**src/rtl/serial_frame_receiver.sv**
```systemverilog
// Serial frame receiver: idle-high line, start, LSB-first data, stop.
// Define SERIAL_RX_PARITY_EN to add an even-parity bit between data and stop.
module serial_frame_receiver #(
    parameter int BIT_CYCLES = 16,
    parameter int DATA_BITS  = 8
) (
    input  logic                 clk,
    input  logic                 g_rst,
    input  logic                 signal_input,
    output logic [DATA_BITS-1:0] data_out,
    output logic                 data_valid,
    output logic                 frame_error,
    output logic                 parity_error,
    output logic                 busy,
    output logic [15:0]          frame_count
);

    localparam int CW = $clog2(BIT_CYCLES);

    localparam logic [CW-1:0] HALF_LOAD = CW'(BIT_CYCLES / 2 - 2);
    localparam logic [CW-1:0] FULL_LOAD = CW'(BIT_CYCLES - 1);
    localparam logic [4:0]    LAST_BIT  = 5'(DATA_BITS - 1);

    localparam logic [2:0] S_IDLE   = 3'd0;
    localparam logic [2:0] S_START  = 3'd1;
    localparam logic [2:0] S_DATA   = 3'd2;
    localparam logic [2:0] S_PARITY = 3'd3;
    localparam logic [2:0] S_STOP   = 3'd4;
    localparam logic [2:0] S_BREAK  = 3'd5;

    logic                 sync1;
    logic                 sync2;
    logic                 hist;
    logic [2:0]           state;
    logic [CW-1:0]        cnt;
    logic [4:0]           bit_cnt;
    logic [DATA_BITS-1:0] shreg;
    logic                 fall;
    logic                 tick;

    assign fall = hist & ~sync2;
    assign tick = (cnt == '0);
    assign busy = (state != S_IDLE);

`ifdef SERIAL_RX_PARITY_EN
    logic par_ok;
`else
    assign parity_error = 1'b0;
`endif

    always_ff @(posedge clk) begin
        if (g_rst) begin
            sync1       <= 1'b1;
            sync2       <= 1'b1;
            hist        <= 1'b1;
            state       <= S_IDLE;
            cnt         <= '0;
            bit_cnt     <= '0;
            shreg       <= '0;
            data_out    <= '0;
            data_valid  <= 1'b0;
            frame_error <= 1'b0;
            frame_count <= '0;
`ifdef SERIAL_RX_PARITY_EN
            parity_error <= 1'b0;
            par_ok       <= 1'b1;
`endif
        end else begin
            sync1       <= signal_input;
            sync2       <= sync1;
            hist        <= sync2;
            data_valid  <= 1'b0;
            frame_error <= 1'b0;
`ifdef SERIAL_RX_PARITY_EN
            parity_error <= 1'b0;
`endif
            unique case (state)
                S_IDLE: begin
                    if (fall) begin
                        state <= S_START;
                        cnt   <= HALF_LOAD;
                    end
                end
                S_START: begin
                    if (!tick) begin
                        cnt <= cnt - 1'b1;
                    end else if (sync2) begin
                        state <= S_IDLE;
                    end else begin
                        state   <= S_DATA;
                        cnt     <= FULL_LOAD;
                        bit_cnt <= '0;
                    end
                end
                S_DATA: begin
                    if (!tick) begin
                        cnt <= cnt - 1'b1;
                    end else begin
                        cnt   <= FULL_LOAD;
                        shreg <= (shreg >> 1)
                               | (DATA_BITS'(sync2) << (DATA_BITS - 1));
                        if (bit_cnt == LAST_BIT) begin
`ifdef SERIAL_RX_PARITY_EN
                            state <= S_PARITY;
`else
                            state <= S_STOP;
`endif
                        end else begin
                            bit_cnt <= bit_cnt + 1'b1;
                        end
                    end
                end
                S_PARITY: begin
                    if (!tick) begin
                        cnt <= cnt - 1'b1;
                    end else begin
                        cnt   <= FULL_LOAD;
                        state <= S_STOP;
`ifdef SERIAL_RX_PARITY_EN
                        par_ok <= (sync2 == ^shreg);
`endif
                    end
                end
                S_STOP: begin
                    if (!tick) begin
                        cnt <= cnt - 1'b1;
                    end else if (!sync2) begin
                        // Line low at stop: wait for it to go high in BREAK.
                        frame_error <= 1'b1;
                        state       <= S_BREAK;
`ifdef SERIAL_RX_PARITY_EN
                    end else if (!par_ok) begin
                        parity_error <= 1'b1;
                        state        <= S_IDLE;
`endif
                    end else begin
                        data_out    <= shreg;
                        data_valid  <= 1'b1;
                        frame_count <= frame_count + 16'd1;
                        state       <= S_IDLE;
                    end
                end
                S_BREAK: begin
                    if (sync2) begin
                        state <= S_IDLE;
                    end
                end
                default: begin
                    state <= S_IDLE;
                end
            endcase
        end
    end

endmodule

```
**config.mk**
```make
export PLATFORM = sky130hd
export DESIGN_NAME = serial_frame_receiver
export DESIGN_NICKNAME = d
export VERILOG_FILES = /design/src/rtl/serial_frame_receiver.sv
export SDC_FILE = /design/constraint.sdc
export NUM_CORES = 1
export LEC_CHECK = 0
export BUFFER_PORTS_ARGS = -buffer_cell sky130_fd_sc_hd__buf_4
export CORE_ASPECT_RATIO = 1.5
export CORE_MARGIN = 2
export CORE_UTILIZATION = 35
export CTS_CLUSTER_SIZE = 10
export DETAILED_ROUTE_END_ITERATION = 8
export SLEW_MARGIN = 20
export SYNTH_ARGS = -nofsm -noshare
export SYNTH_HDL_FRONTEND = slang
export SYNTH_SLANG_ARGS = --single-unit
export TNS_END_PERCENT = 20
```
**constraint.sdc**
```tcl
create_clock -name clk -period 2.8 [get_ports clk]
set_input_delay 0.28 -clock clk [delete_from_list [all_inputs] [get_ports clk]]
set_output_delay 0.28 -clock clk [all_outputs]
set_load 0.02 [all_outputs]
```
Yosys cells after proc, flatten, opt, wreduce, memory -nomap -nowiden. Index checks and enable logic that the tools add are counted.

Bits in registers: 49. Bits of input ports: 3. Output and inout port bits: 28. Word-level logic and storage cells: 71.

Add/subtract/negate cells: 3. Eq/ne operators: 17. Muxes and demuxes: 23. Bitwise gates (word level): 5. Reductions and logical operators: 12.

Operators with widths (count): 3-bit two-way mux (8); 4-bit two-way mux (5); 5-bit two-way mux (4); 2-bit inequality test (second input constant) (10); 3-bit one-hot mux with 6 select lines (1); 16-bit by 1-bit adder with 16-bit output (second input constant) (1); 4-bit one-hot mux with 4 select lines (1); 5-bit one-hot mux with 2 select lines (1); 7-bit by 8-bit OR with 8-bit output (1); 7-bit AND reduction (1); 3-bit by 2-bit equality test with 1-bit output (second input constant) (2); 3-bit equality test (second input constant) (2); 5-bit by 1-bit adder with 5-bit output (second input constant) (1); 5-bit by 3-bit equality test with 1-bit output (second input constant) (1); 5-bit AND reduction (1); 4-bit logical NOT (1); 4-bit AND reduction (1); 4-bit nonzero test (1); 4-bit by 1-bit subtractor with 4-bit output (second input constant) (1); 3-bit by 1-bit equality test with 1-bit output (second input constant) (1); 3-bit logical NOT (1); 3-bit inequality test (second input constant) (1); 1-bit NOT (3); 3-bit AND reduction (1); other kinds (8) (9).

Depth between registers and ports, before layout.
Word-level depth: 4. Mapped depth: 7. Depth with buffers taken out: 6.

Least setup slack after synthesis. OpenSTA, ideal clock, no wires.

Path kind: reg-to-reg. Start point: register cnt[0]. End point: register state[0]. Library setup time: 0.078 ns. Arrival time: 1.669 ns. Slack: 1.053 ns. Stages on the path, launching flop included: 8. Cell sequence: dfxtp_1 -> inv_1 -> ha_1 -> or3b_2 -> buf_2 -> a221oi_1 -> a22oi_1 -> nor3_1.

Longest elaborated chain between the ends: 3.

RTL lines: from (decl) (RTL line 35) `logic [CW-1:0] cnt;`; from (signal assigned) (RTL line 86) `cnt <= cnt - 1'b1;`; from (signal assigned) (RTL line 97) `cnt <= cnt - 1'b1;`; from (signal assigned) (RTL line 115) `cnt <= cnt - 1'b1;`; 4-bit logical NOT * (RTL line 42) `assign tick = (cnt == '0);`; 2-bit inequality test (no source line); 7-bit AND reduction (no source line) *; to (signal assigned) (RTL line 56) `state <= S_IDLE;`; to (signal assigned) (RTL line 80) `state <= S_START;`; to (signal assigned) (RTL line 88) `state <= S_IDLE;`; to (decl) (RTL line 34) `logic [2:0] state;`.

Mark *: on every way between the ends. The rest lies on a longest branch, timed or not. A chain may end at the register's enable or synchronous reset.

Worst setup path in the final report.
Start point: register state[2]. End point: register frame_count[9].

Longest elaborated chain between the ends: 2.

RTL lines: 3-bit equality test (RTL line 77) `unique case (state)`; 3-bit AND reduction (no source line); to (signal assigned) (RTL line 139) `frame_count <= frame_count + 16'd1;`; to (decl) (RTL line 15) `output logic [15:0] frame_count`.

Every way passes these cells.

==> reports/results.ini <==
[synth]
ys_async_sr_fraction_pct=0
ys_ff_latch=49
synth_warnings=0
synth_top_cell_area_share_pct=42.79
syn_area_mm2=0.002292
ys_seq_area_share_pct=42.79
syn_area_per_cell_um2=8.396
synth_edf_count=0
yosys.cell_types.count=45
ys.flop_type=dfxtp_1
synth_fp_nets=280
synth_area_leaders=dfxtp_1 (43%), a21oi_1 (8.1%), nand2_1 (5.6%)
synth_top_cell_by_area=dfxtp_1
synthCells=273

[finish]
nets=303
area_growth_pct=16.48
diodes=0
drive_gt1_share_pct=16.84
post-route-util_pct=41.74

[clock_network]
cts_made_buffers=5
cts.sinks=49
hold_buffers=0
cts_root_buffer=clkbuf_8
clock_latency_ps=300
postCtsSetupRepairBufs=0
clockBufferDepth=2
cts_max_level=2
cts.repair.resized=0
path_clk_slew_ps=90
cts_tree=done

[placement]
numPortBuffers=29
dp_hpwl_um=3589
place_congestion=0.7916

[power]
p_int_w=0.001010
p_comb_share_pct=8.3
p_sw_w=0.0003298
peakVddDrop_mv=0.1988
p_per_area_mw_per_mm2=501.6
clkPwrFrac_pct=38.3
p_leak_nw=0.9395
p_seq_share_pct=53.4
swShare_pct=24.62

[detailed_routing]
ant_nets=0
vias_per_cell=5.437
drc=0
wl_per_cell_um=13.76
drt_iter0_markers=120
vias=2028
wl_um=5133
dr.pass1.iters=5

[timing]
tightest_slew_ps=663.7
fmax_ghz=0.4762
setup_violations=0
hold_violations=0
fin_crit_ps=2100
post-route-period-util_pct=74.99
tns_ps=0
relSlewSlack_pct=55.64
skew_ps=3.785
grt_setup_unrepaired=false
slew_violations=0

[global_route]
grt_busiest_layer=met2
grtUsageMet1_pct=16.37
grt_overflow=0
grt_antenna_before_repair=0
gr-usage-all-layers_pct=14.68
use_met2_pct=27.62
grt_max_degree=51
grt_use_met3_pct=2.737
grt_pass1_vias=1836
grt_pass1_wl_um=8590

[hold_path]
hold_start=signal_input
hold_path_end=sync1
hold_class=in -> reg
hold_depth=2

[die]
coreArea_mm2=0.006396
initial_core_util_pct=35.84
chipWidth_um=70.08
io_pins=31
fp-row-count=36
design.die.area_mm2=0.007226
die_h_um=103.1

[critical_path]
path_cells=nor4bb_1 -> buf_4 -> nand3_1 -> or4b_1 -> a21oi_1
cpMaxStageDelayCell=dfxtp_1
crit_path_max_fanout=21
worstSetupEndpointType=register
rrSetupSlack_ps=700
start_kind=register
slowest_delay_ps=700
reg2reg_depth=5
rr_endpoint=frame_count[9]
crit-reg2reg-launch=state[2]
crit_type=reg -> reg
worstPathArrival_ps=2340
cp.required_ps=3040

[job]
drv_cap=0

[run_status]
status=completed

==> per-layer routing <==
layer / vias to the layer above / part of all wire, %
met5: - / 0
met3: 8 / 2.9
li1: 1038 / -
met1: 947 / 44
met2: 35 / 51
met4: 0 / 1.6
==> synthesized netlist by cell type, types with 3 or more instances <==
cell and count:
o31ai_1 7, and4_1 3, or4_1 5, buf_2 4
inv_1 5, or2_2 3, nor3_1 8, ha_1 4
nand3_1 18, nor3b_1 3, clkbuf_1 11, or3_1 7
o21ba_2 3, nand4_1 7, nand2_1 34, a21oi_1 37
nor2b_1 4, o21ai_0 12, nor2_1 10, xor2_1 6
dfxtp_1 49
==> worst max-delay path: cells and delay by family (launching register included) <==
kind,cells,cell delay [ps]
flip-flops,1,700
AND/OR/NAND/NOR,3,980
buffers and inverters,1,200
AO/OA/AOI/OAI,1,140
==> layout by cell type, fill, tap and decap left out, types with 2 or more instances in the layout <==
| cell | instances |
|---|---|
| a21o_1 | 2 |
| a21oi_1 | 37 |
| a22oi_1 | 2 |
| and2_1 | 2 |
| and3_1 | 2 |
| and4_1 | 3 |
| buf_4 | 33 |
| clkbuf_8 | 5 |
| dfxtp_1 | 49 |
| ha_1 | 4 |
| inv_1 | 5 |
| nand2_1 | 34 |
| nand3_1 | 18 |
| nand4_1 | 7 |
| nand4b_1 | 2 |
| nor2_1 | 10 |
| nor2b_1 | 4 |
| nor3_1 | 8 |
| nor3b_1 | 3 |
| nor4_1 | 2 |
| o21ai_0 | 12 |
| o21ba_2 | 3 |
| o22ai_1 | 2 |
| o31ai_1 | 7 |
| or2_2 | 3 |
| or3_1 | 7 |
| or4_1 | 5 |
| or4b_1 | 2 |
| xor2_1 | 6 |
==> per-stage QoR <==
step / cells / hold slack, ps / instance area, µm² / setup WS (ps) / total power [W]
6_report: 373 / 153.5 / 2670 / 700.2 / 0.001339
2_1_floorplan: 273 / 383.8 / 2292 / 1053 / 0.0008209
4_1_cts: 373 / 144.8 / 2670 / 728.2 / 0.001355
3_3_place_gp: 365 / 393.4 / 2559 / 805.4 / 0.0008423
3_5_place_dp: 365 / 394.1 / 2559 / 749.6 / 0.0008425
5_1_grt: 373 / 144.6 / 2670 / 555.7 / 0.001387
==> registers in the layout, indices dropped and copies added (netlist names) <==
name         flops
sync1            1
frame_count     16
sync2            1
data_out         8
cnt              4
state            3
shreg            8
frame_error      1
data_valid       1
hist             1
bit_cnt          5
==> final cells by class <==
| type | instances | area [µm²] |
|---|---|---|
| tap | 76 | 95.09 |
| fill | 669 | 3726 |
| clock buffer | 6 | 72.57 |
| sequential | 49 | 980.9 |
| timing repair buffer | 33 | 247.7 |
| multi-input combinational | 202 | 1216 |
| clock inverter | 2 | 38.79 |
| inverter | 5 | 18.77 |
==> kinds of logic after synthesis <==
kind of cell	after synthesis	share of synthesized area [%]
compound gates	70	17.85
xor+xnor	7	2.675
fa+ha+maj	4	2.183
buf+inv	22	4.148
flops	49	42.79
other cells	1	0.1636
simple gates	120	30.19
==> power groups by stage <==
stage	combinational, W	sequential [W]	clock (W)
floorplan	0.0000971	0.000724	0
global placement	0.000112	0.000731	0
detailed placement	0.000111	0.000731	0
CTS	0.000111	0.000715	0.000529
global route	0.000124	0.000717	0.000546
finish	0.000111	0.000715	0.000513
==> how the worst max path moves through the flow <==
stage | from | endpoint | slack (ps) | cells after the start
after floorplan | cnt[0] | state[0] | 1050 | 7
after global placement | state[2] | frame_count[9] | 810 | 5
after detailed placement | cnt[0] | frame_count[9] | 750 | 6
after CTS | cnt[0] | frame_count[9] | 730 | 6
after global routing | cnt[0] | frame_count[15] | 560 | 6
final | state[2] | frame_count[9] | 700 | 5
(Power assumes the default switching activity.)
